$ cat src/rtl/mac_seq_ctrl.sv
// rtl/mac_seq_ctrl.sv - job sequencer feeding a row of MAC units for C = A x B
module mac_seq_ctrl #(
    parameter int DATA_WIDTH = 8,
    parameter int ROWS       = 4,
    parameter int COLS       = 8,
    parameter int ADDR_WIDTH = 8
) (
    input  logic                           clk,
    input  logic                           rst,
    input  logic                           start,
    input  logic [ADDR_WIDTH-1:0]          base_addr,
    input  logic                           hold,
    output logic                           rd_en,
    output logic [ADDR_WIDTH-1:0]          rd_addr,
    input  logic [DATA_WIDTH*ROWS-1:0]     rd_a,
    input  logic [DATA_WIDTH-1:0]          rd_b,
    output logic                           mac_en,
    output logic                           mac_clr,
    output logic [DATA_WIDTH*ROWS-1:0]     mac_a,
    output logic [DATA_WIDTH-1:0]          mac_b,
    input  logic [3*DATA_WIDTH*ROWS-1:0]   mac_c,
    output logic [3*DATA_WIDTH*ROWS-1:0]   result,
    output logic                           result_valid,
    output logic                           busy,
    output logic                           done
);

    localparam int KW = (COLS > 1) ? $clog2(COLS) : 1;

    typedef enum logic [2:0] {
        S_IDLE    = 3'd0,
        S_CLEAR   = 3'd1,
        S_FETCH   = 3'd2,
        S_DRAIN   = 3'd3,
        S_CAPTURE = 3'd4,
        S_DONE    = 3'd5
    } state_t;

    state_t                          state_q;
    state_t                          state_d;
    logic [KW-1:0]                   k_q;
    logic [ADDR_WIDTH-1:0]           base_q;
    logic                            mac_en_q;
    logic [3*DATA_WIDTH*ROWS-1:0]    result_q;
    logic                            result_valid_q;
    logic                            last_col;

    assign last_col = (k_q == KW'(COLS - 1));

    // State register
    always_ff @(posedge clk or posedge rst) begin
        if (rst) begin
            state_q <= S_IDLE;
        end else begin
            state_q <= state_d;
        end
    end

    // Next-state decode; a hold in FETCH simply parks the sequencer
    always_comb begin
        state_d = state_q;
        case (state_q)
            S_IDLE:    if (start) state_d = S_CLEAR;
            S_CLEAR:   state_d = S_FETCH;
            S_FETCH:   if (!hold && last_col) state_d = S_DRAIN;
            S_DRAIN:   state_d = S_CAPTURE;
            S_CAPTURE: state_d = S_DONE;
            S_DONE:    state_d = S_IDLE;
            default:   state_d = S_IDLE;
        endcase
    end

    // Datapath registers: column counter, latched base, mac_en delay, result capture
    always_ff @(posedge clk or posedge rst) begin
        if (rst) begin
            k_q            <= '0;
            base_q         <= '0;
            mac_en_q       <= 1'b0;
            result_q       <= '0;
            result_valid_q <= 1'b0;
        end else begin
            mac_en_q <= rd_en;
            if (state_q == S_IDLE && start) begin
                base_q         <= base_addr;
                result_valid_q <= 1'b0;
            end
            if (state_q == S_CLEAR) begin
                k_q <= '0;
            end else if (state_q == S_FETCH && !hold) begin
                k_q <= last_col ? '0 : k_q + 1'b1;
            end
            if (state_q == S_CAPTURE) begin
                result_q       <= mac_c;
                result_valid_q <= 1'b1;
            end
        end
    end

    // Output decode; MAC operands are zero whenever no accumulate is requested
    always_comb begin
        rd_en   = (state_q == S_FETCH) && !hold;
        rd_addr = rd_en ? (base_q + ADDR_WIDTH'(k_q)) : '0;
        mac_clr = (state_q == S_CLEAR);
        busy    = (state_q == S_CLEAR) || (state_q == S_FETCH) ||
                  (state_q == S_DRAIN) || (state_q == S_CAPTURE);
        done    = (state_q == S_DONE);
        mac_en  = mac_en_q;
        mac_a   = mac_en_q ? rd_a : '0;
        mac_b   = mac_en_q ? rd_b : '0;
        result       = result_q;
        result_valid = result_valid_q;
    end

endmodule

$ cat config.mk
export PLATFORM = sky130hd
export DESIGN_NAME = mac_seq_ctrl
export DESIGN_NICKNAME = d
export VERILOG_FILES = /design/src/rtl/mac_seq_ctrl.sv
export SDC_FILE = /design/constraint.sdc
export NUM_CORES = 1
export LEC_CHECK = 0
export ABC_AREA = 1
export CORE_AREA = 3 3 113 115
export DETAILED_ROUTE_END_ITERATION = 8
export DIE_AREA = 0 0 116 118
export DONT_BUFFER_PORTS = 1
export HOLD_SLACK_MARGIN = 0.08
export PLACE_DENSITY_LB_ADDON = 0.05
export SLEW_MARGIN = 20
export SYNTH_ARGS = -nofsm -noshare
export SYNTH_HDL_FRONTEND = slang
export SYNTH_SLANG_ARGS = --single-unit
$ cat constraint.sdc
create_clock -name clk -period 3.9 [get_ports clk]
set_clock_uncertainty 0.05 [all_clocks]
set_input_delay 0.585 -clock clk [delete_from_list [all_inputs] [get_ports clk]]
set_output_delay 0.585 -clock clk [all_outputs]
set_load 0.005 [all_outputs]
; Yosys cells after proc, flatten, opt, wreduce, memory -nomap -nowiden
; Cells that the tools add are included.
[totals]
reg_bits = 112
out_inout_bits = 150
inputBits = 148
[op_classes]
reduce_logical = 11
mux = 11
n_eq_ne = 8
addsub = 2
[op_table]
columns = operator, n
row1 = $mux W32, 1
row2 = $mux W8, 2
row3 = $mux W3, 5
row4 = $pmux W3 S5, 1
row5 = $eq A3 B3 Y1 const B, 3
row6 = $add A8 B3 Y8, 1
row7 = $eq A3 B2 Y1 const B, 2
row8 = $ne A2 B2 Y1 const B, 2
row9 = $reduce_bool A2 Y1, 2
row10 = $add A3 B1 Y3 const B, 1
row11 = $eq A3 B1 Y1 const B, 1
row12 = $logic_and A1 B1 Y1, 3
row13 = $logic_not A3 Y1, 1
row14 = $logic_or A1 B1 Y1, 3
row15 = $mux W1, 2
row16 = $reduce_and A2 Y1, 1
row17 = $logic_not A1 Y1, 1

; Depth between registers and ports, before layout
; Gate-level depths: netlist of run 1.
[depth]
depth_word = 4
mapped_depth = 8
mapped_depth_nobuf = 8

; Least setup slack after synthesis of run 1
; OpenSTA, ideal clock, no wires.
[synth_path]
kind = register to output
startpoint = register k_q[0]
endpoint = output rd_addr[4]
slack_ps = 1808
arrival_ps = 1457
path_buffers = 0
stages_incl_launch_ff = 8
path_cell_list = dfrtp_1 -> ha_1 -> fa_1 -> nand2_1 -> nand2_1 -> nand2_1 -> inv_1 -> nor3_1
[synth_via]
elab_chain_len = 2
[synth_lines]
columns = element, line
row1 = from (decl), 41  ; logic [KW-1:0] k_q;
row2 = from (signal assigned), 90  ; k_q <= last_col ? '0 : k_q + 1'b1;
row3 = $add A8 B3 Y8, 102  ; rd_addr = rd_en ? (base_q + ADDR_WIDTH'(k_q)) : '0;
row4 = $mux W8, 102
row5 = to (decl), 14  ; output logic [ADDR_WIDTH-1:0] rd_addr,
; No other way between the ends.

; Final worst setup path of run 1
[layout_path]
startpoint = register state_q[2]
endpoint = output rd_addr[6]
[layout_via]
elab_chain_len = 3
[layout_lines]
columns = element, line
row1 = from (decl), 39  ; state_t state_q;
row2 = from (signal assigned), 55  ; state_q <= state_d;
row3 = $eq A3 B2 Y1, 101  ; rd_en = (state_q == S_FETCH) && !hold;
row4 = $logic_and A1 B1 Y1, 101
row5 = named net rd_en, 13  ; output logic rd_en,
row6 = $mux W8, 102
; The timed path passes the listed nets, and every way through them passes these cells.

==> results of run 1 <==
-- layout make-up --
class                   count  area share (%)
well taps                 147           3.417
inverters                  61           4.300
flip-flops and latches    112           52.16
multi-input cells         412           33.61
clock buffers               9           4.184
clock inverters             7           1.767
repair buffers              4          0.5579
-- worst min-delay path by stage --
| stage | start | to | slack, ns | cells past startpoint |
|---|---|---|---|---|
| 3_3_place_gp | result[57]$_DFFE_PP0P_ | result[57]$_DFFE_PP0P_ | 0.44 | 2 |
| 5_1_grt | hold | mac_en$_DFF_PP0_ | 0.27 | 1 |
| 2_1_floorplan | base_q[0]$_DFFE_PP0P_ | base_q[0]$_DFFE_PP0P_ | 0.41 | 2 |
| 6_report | hold | mac_en$_DFF_PP0_ | 0.28 | 1 |
| 4_1_cts | hold | mac_en$_DFF_PP0_ | 0.27 | 1 |
| 3_5_place_dp | result[44]$_DFFE_PP0P_ | result[44]$_DFFE_PP0P_ | 0.44 | 2 |
-- worst reg2reg max path, cell delays in order, from the launching register on --
cell and delay [ns]:
dfrtp_1 0.48, nor2_4 0.18, buf_4 0.78, nand3_2 0.52, nor2_1 0.23, a21oi_1 0.06
-- state kept, by name, indices dropped and copies added (netlist names) --
register and count:
state_q 3, mac_en 1, k_q 3, base_q 8, result_valid 1, result 96
-- layout by cell type (no fill, tap or decap), drive strengths merged --
master,instances
a21oi,8
a31oi,1
buf,4
bufinv,2
clkbuf,9
clkinv,3
clkinvlp,1
dfrtp,112
fa,1
ha,5
inv,62
nand2,260
nand3,109
nand4,2
nor2,14
nor3,2
o21ai,9
o22ai,1
-- per-layer routing --
metal  wire [µm]  vias to the layer above
met2        7705                      197
li1            -                     1883
met1        4825                     1852
met3        1289                       23
met5           0                        -
met4         360                        0
-- power by group through the flow --
stage,combinational (mW),sequential (mW),clock [mW]
floorplan,1.07,2.07,0
global placement,1.12,2.38,0
detailed placement,1.18,2.38,0
CTS,1.16,2.37,1.01
global route,1.36,2.43,1.06
finish,1.14,2.35,0.985
-- kinds of logic (layout without fill, tap and decap cells) --
kind of cell	Yosys count	in the layout	share of synthesized area, %
simple gates	387	387	32.49
flops	112	112	56.07
buf+inv	97	81	7.835
compound gates	19	19	1.953
fa+ha+maj	6	6	1.652
==> run summary, run 1 <==
P&R area growth vs syn = 7.685%
DIE AREA = 13690 µm²
GR Util met2 = 36.94%
Final Hold Fails = 0
worst setup slack after layout = 1.077 ns
Slew HR = 29.17%
Detailed Place HPWL = 10110 µm
final setup violation count = 0
sequential power share = 52.5%
GRT met3 Usage = 6.684%
total number of vias = 3955
CTS sink cnt = 112
postcts setup bufs = 0
r2r setup slk = 1.49 ns
Antenna Nets Post-Route = 0
clock-pin slew on the worst setup and hold paths = 0.07 ns
ant diodes = 0
Placer Congestion = 0.8449
number of cells on the critical path = 5
Wirelength per Cell = 18.86 µm
CP Data Required Time = 3.26 ns
Post-synth EDFFs = 0
FILL cells = 1202
mapped cell area = 4999 µm²
post-synth top area share = 56.07%
Synth Warn # = 0
placed cell count = 736
dpl ws = 1.401 ns
final count of pins violating max slew = 0
pin count of the biggest net entering global routing = 99
I/O Buffers = 0
post_cts resized = 0
Largest delay share family, worst path = flip-flops
Worst EP arrival = 2.19 ns
PwrDens = 831.4 nW/µm²
fin util = 45.19%
Pre-Repair DR Iteration Count = 5
hold buffers post-CTS = 0
Gate power share = 25.5%
#FFs+latches synth = 112
sw frac = 40.59%
Die Y = 118 µm
row count = 40
CP max stage cell = dfrtp_4
Synth area leaders = dfrtp_1, nand2_1, nand3_1
hold crit path type = in2reg
top_reg_cell synth = dfrtp_1
RR Endpoint = base_q[5]$_DFFE_PP0P_
initial antenna violation count = 0
status = completed
Final Power = 4.475 mW
VDD IR max = 0.4817 mV
Setup TNS Final = 0 ns
sequential element share of the synthesized area = 56.07%
Core Area = 11910 µm²
Post-Synthesis Cells = 621
footprint of the multi-input gates = 1809 µm²
top-count cell post-synth = nand2_1
CTS H-tree depth = 3
max cap viols = 0
vias in the first global route = 3824
min Tclk post-route = 2.823 ns
Post-Layout Cell Count = 752
worst setup path startpoint = state_q[2]$_DFFE_PP0P_
crit-path cells = inv_2 > nand3_2 > nor2_4 > o21ai_0 > a21oi_1
WP buf/inv = 1
internal power = 2.659 mW
Synth area leader = dfrtp_1
CTS max path bufs = 2
Storage cell area = 2808 µm²
Crit Path Category = reg2out
global-route wire length before repair = 21530 µm
Syn Area/Cell = 8.049 µm²
Initial Util = 41.96%
Mapped Nets = 775
CP Max Fanout = 98
Worst R2R Path Depth = 5
IO Pins = 298
GRT overflow = 0
worst skew pair latency = 0.34 ns
RSZ-0062 raised after global routing = no
Period Utilization, post-route = 72.40%
count of cell types in the netlist = 22
Setup crit end = rd_addr[6]
global route hottest layer = met2
Post-Layout Inst Area = 5383 µm²
clock power share = 22.0%
Switch Pwr = 1.817 mW
slowest cell delay on critical path = 0.82 ns
root buf cell = clkbuf_16
number of remaining DRC errors = 0
ys async rst share = 100.0%
CP Launch Type = flip-flop
Slew @ Worst Pin = 1.062 ns
share of cells above drive strength 1 = 4.793%
placed cell area = 5061 µm²
RR Startpoint = state_q[1]$_DFFE_PP0P_
critical path endpoint category = output pin
Total GRT Usage = 20.37%
DR vias/cell = 5.259
Leakage = 3.115 nW
Achievable Freq = 0.3542 GHz
CTS tree = yes
met1 layer usage reported by global route = 21.44%
most frequent cells after synthesis = nand2_1, dfrtp_1, nand3_1, inv_1
hold_ws = 0.2768 ns
violation count after the first detailed-routing iteration = 310
Die Wd = 116 µm
Final #Nets = 754
TritonCTS Buffers = 9
routed wire length = 14180 µm
No activity file was read; power rests on OpenSTA's default activity.
==> run 2: changes to the inputs <==
==> constraint.sdc (replaced) <==
create_clock -name clk -period 2.6 [get_ports clk]
set_clock_uncertainty 0.05 [all_clocks]
set_input_delay 0.39 -clock clk [delete_from_list [all_inputs] [get_ports clk]]
set_output_delay 0.39 -clock clk [all_outputs]
set_load 0.005 [all_outputs]
==> run 2 against run 1 <==
  * Cell area up 1.3%
  * Hold slack worse by 0.15 ns
  * Wire length down 1.9%
  * Sequential power up 43%
  * Global-route usage down 0.15 points
  * Count of clock-buffer cells in the layout up 4
  * Non-clock buffer count up 6
  * Critical path depth up 2
  * Core utilization up 0.61 points
  * Critical path type unchanged
  * Critical endpoint is now rd_addr[4]
  * Largest cell class unchanged
==> run summary, run 2 (synthesized netlist as in run 1, its figures left out) <==
status = completed
most frequent cells in the layout = nand2_1, dfrtp_1, nand3_1, inv_1, nor2_1
violation count after the first detailed-routing iteration = 189 (-39%)
CP Launch Type = flip-flop
routed length on met3 = 1152 µm (-11%)
Die Wd = 116 µm (unchanged)
clock-pin slew on the worst setup and hold paths = 0.07 ns (about the same)
WP buf/inv = 1 (unchanged)
Placer Congestion = 0.8541 (+1.1%)
CP Max Fanout = 4 (-96%)
Pre-Repair DR Iteration Count = 4 (-1)
Achievable Freq = 0.4182 GHz
Core Area = 11910 µm² (unchanged)
slowest cell delay on critical path = 0.42 ns (-0.40 ns)
placed cell count = 740 (+0.54%)
final setup violation count = 0 (unchanged)
Met1 Wirelength = 4985 µm (+3.3%)
RSZ-0062 raised after global routing = no
Post-Layout Cell Count = 758 (+0.80%)
postcts setup bufs = 0 (unchanged)
crit-path cells = ha_1 > fa_1 > nand2_1 > nand2_1 > nand2_1 > inv_1 > nor3_1
routed wire length = 13920 µm (-1.9%)
CTS sink cnt = 112 (unchanged)
pin count of the biggest net entering global routing = 61 (-38%)
hold_ws = 0.1237 ns (-0.1531 ns)
TritonCTS Buffers = 9 (unchanged)
CP max stage cell = fa_1
global-route wire length before repair = 21370 µm (-0.74%)
IO Pins = 298 (unchanged)
Storage cell area = 2806 µm² (about the same)
Initial Util = 41.96% (unchanged)
ant diodes = 0 (unchanged)
worst skew pair latency = 0.34 ns (about the same)
Worst EP arrival = 1.95 ns (-0.24 ns)
max cap viols = 0 (unchanged)
max reg flops = 96 (unchanged)
total number of vias = 3949 (-0.15%)
worst setup slack after layout = 0.2089 ns (-0.8676 ns)
Setup TNS Final = 0 ns (unchanged)
share of cells above drive strength 1 = 5.074% (+0.28 points)
FILL cells = 1215 (+1.1%)
most frequent CP cell = nand2_1
CTS tree = yes
VDD IR max = 0.4236 mV (-12%)
initial antenna violation count = 0 (unchanged)
Detailed Place HPWL = 10000 µm (-1.0%)
CTS max path bufs = 2 (unchanged)
Crit Path Category = reg2out
I/O Buffers = 0 (unchanged)
root buf cell = clkbuf_16
Wirelength per Cell = 18.36 µm (-2.6%)
Slew @ Worst Pin = 0.6901 ns (-0.3724 ns)
most common cell after layout, fill and taps aside = nand2_1
Final #Nets = 760 (+0.80%)
Antenna Nets Post-Route = 0 (unchanged)
dpl ws = 0.5589 ns (-0.8424 ns)
Slew HR = 53.90% (+25 points)
P&R area growth vs syn = 9.136%
number of remaining DRC errors = 0 (unchanged)
CP Data Required Time = 2.16 ns (-1.10 ns)
DR top layer = met4
Total GRT Usage = 20.22% (-0.15 points)
DR vias/cell = 5.210 (-0.94%)
DIE AREA = 13690 µm² (unchanged)
min Tclk post-route = 2.391 ns
Die Y = 118 µm (unchanged)
CTS H-tree depth = 3 (unchanged)
Leakage = 3.153 nW (+1.2%)
hold crit path type = in2reg
met2 WL = 7316 µm (-5.0%)
PwrDens = 1233 nW/µm² (+48%)
final count of pins violating max slew = 0 (unchanged)
GRT overflow = 0 (unchanged)
Largest delay share family, worst path = adder cells
critical path endpoint category = output pin
Period Utilization, post-route = 91.96%
footprint of the multi-input gates = 1809 µm² (unchanged)
vias in the first global route = 3936 (+2.9%)
Final Hold Fails = 0 (unchanged)
row count = 40 (unchanged)
-- run 2: final cells by class --
type / instances / area share (%)
Clock buffer: 13 / 4.954
Clock inverter: 3 / 0.8716
Inverter: 61 / 4.266
Multi-Input combinational cell: 412 / 33.17
Sequential cell: 112 / 51.44
Tap cell: 147 / 3.372
Timing Repair Buffer: 10 / 1.927
-- run 2: report_power, final --
part | internal (mW) | switching (mW) | total, mW
clock | 0.833 | 0.622 | 1.45
combinational | 0.597 | 1.31 | 1.91
sequential | 2.58 | 0.783 | 3.36
total | 4.01 | 2.71 | 6.72
-- run 2: worst paths after layout --
kind / start / to / slack, ns / depth (start not counted)
setup / recovery: k_q[0]$_DFFE_PP0P_ / rd_addr[4] / 0.21 / 7
hold / removal: base_addr[0] / base_q[0]$_DFFE_PP0P_ / 0.12 / 2
setup reg to reg: state_q[1]$_DFFE_PP0P_ / result[19]$_DFFE_PP0P_ / 0.99 / 5
hold reg to reg: base_q[2]$_DFFE_PP0P_ / base_q[2]$_DFFE_PP0P_ / 0.45 / 2
min in group asynchronous: rst / result[27]$_DFFE_PP0P_ / 0.57 / 2
max in group asynchronous: rst / result[8]$_DFFE_PP0P_ / 1.16 / 3
-- run 2: metrics by stage --
| stage | cell area, µm² | total power, mW | utilization (%) |
|---|---|---|---|
| after CTS | 5455 | 6.846 | 45.80 |
| after global placement | 5117 | 5.280 | 42.96 |
| final | 5455 | 6.725 | 45.80 |
| after floorplan | 5002 | 4.703 | - |
| after detailed placement | 5117 | 5.357 | 42.96 |
| after global routing | 5455 | 7.319 | 45.80 |
-- run 2: timing repair --
action                                 4_1_cts  5_1_grt
gates resized for setup                      0        0
hold buffers                                 2        0
endpoints found under the hold margin       29        0
-- run 2: per-layer routing --
layer	vias to the layer above	global-route usage (%)
met1	1833	21.88
met4	0	9.137
met5	-	0
met3	27	6.427
li1	1895	-
met2	194	35.43
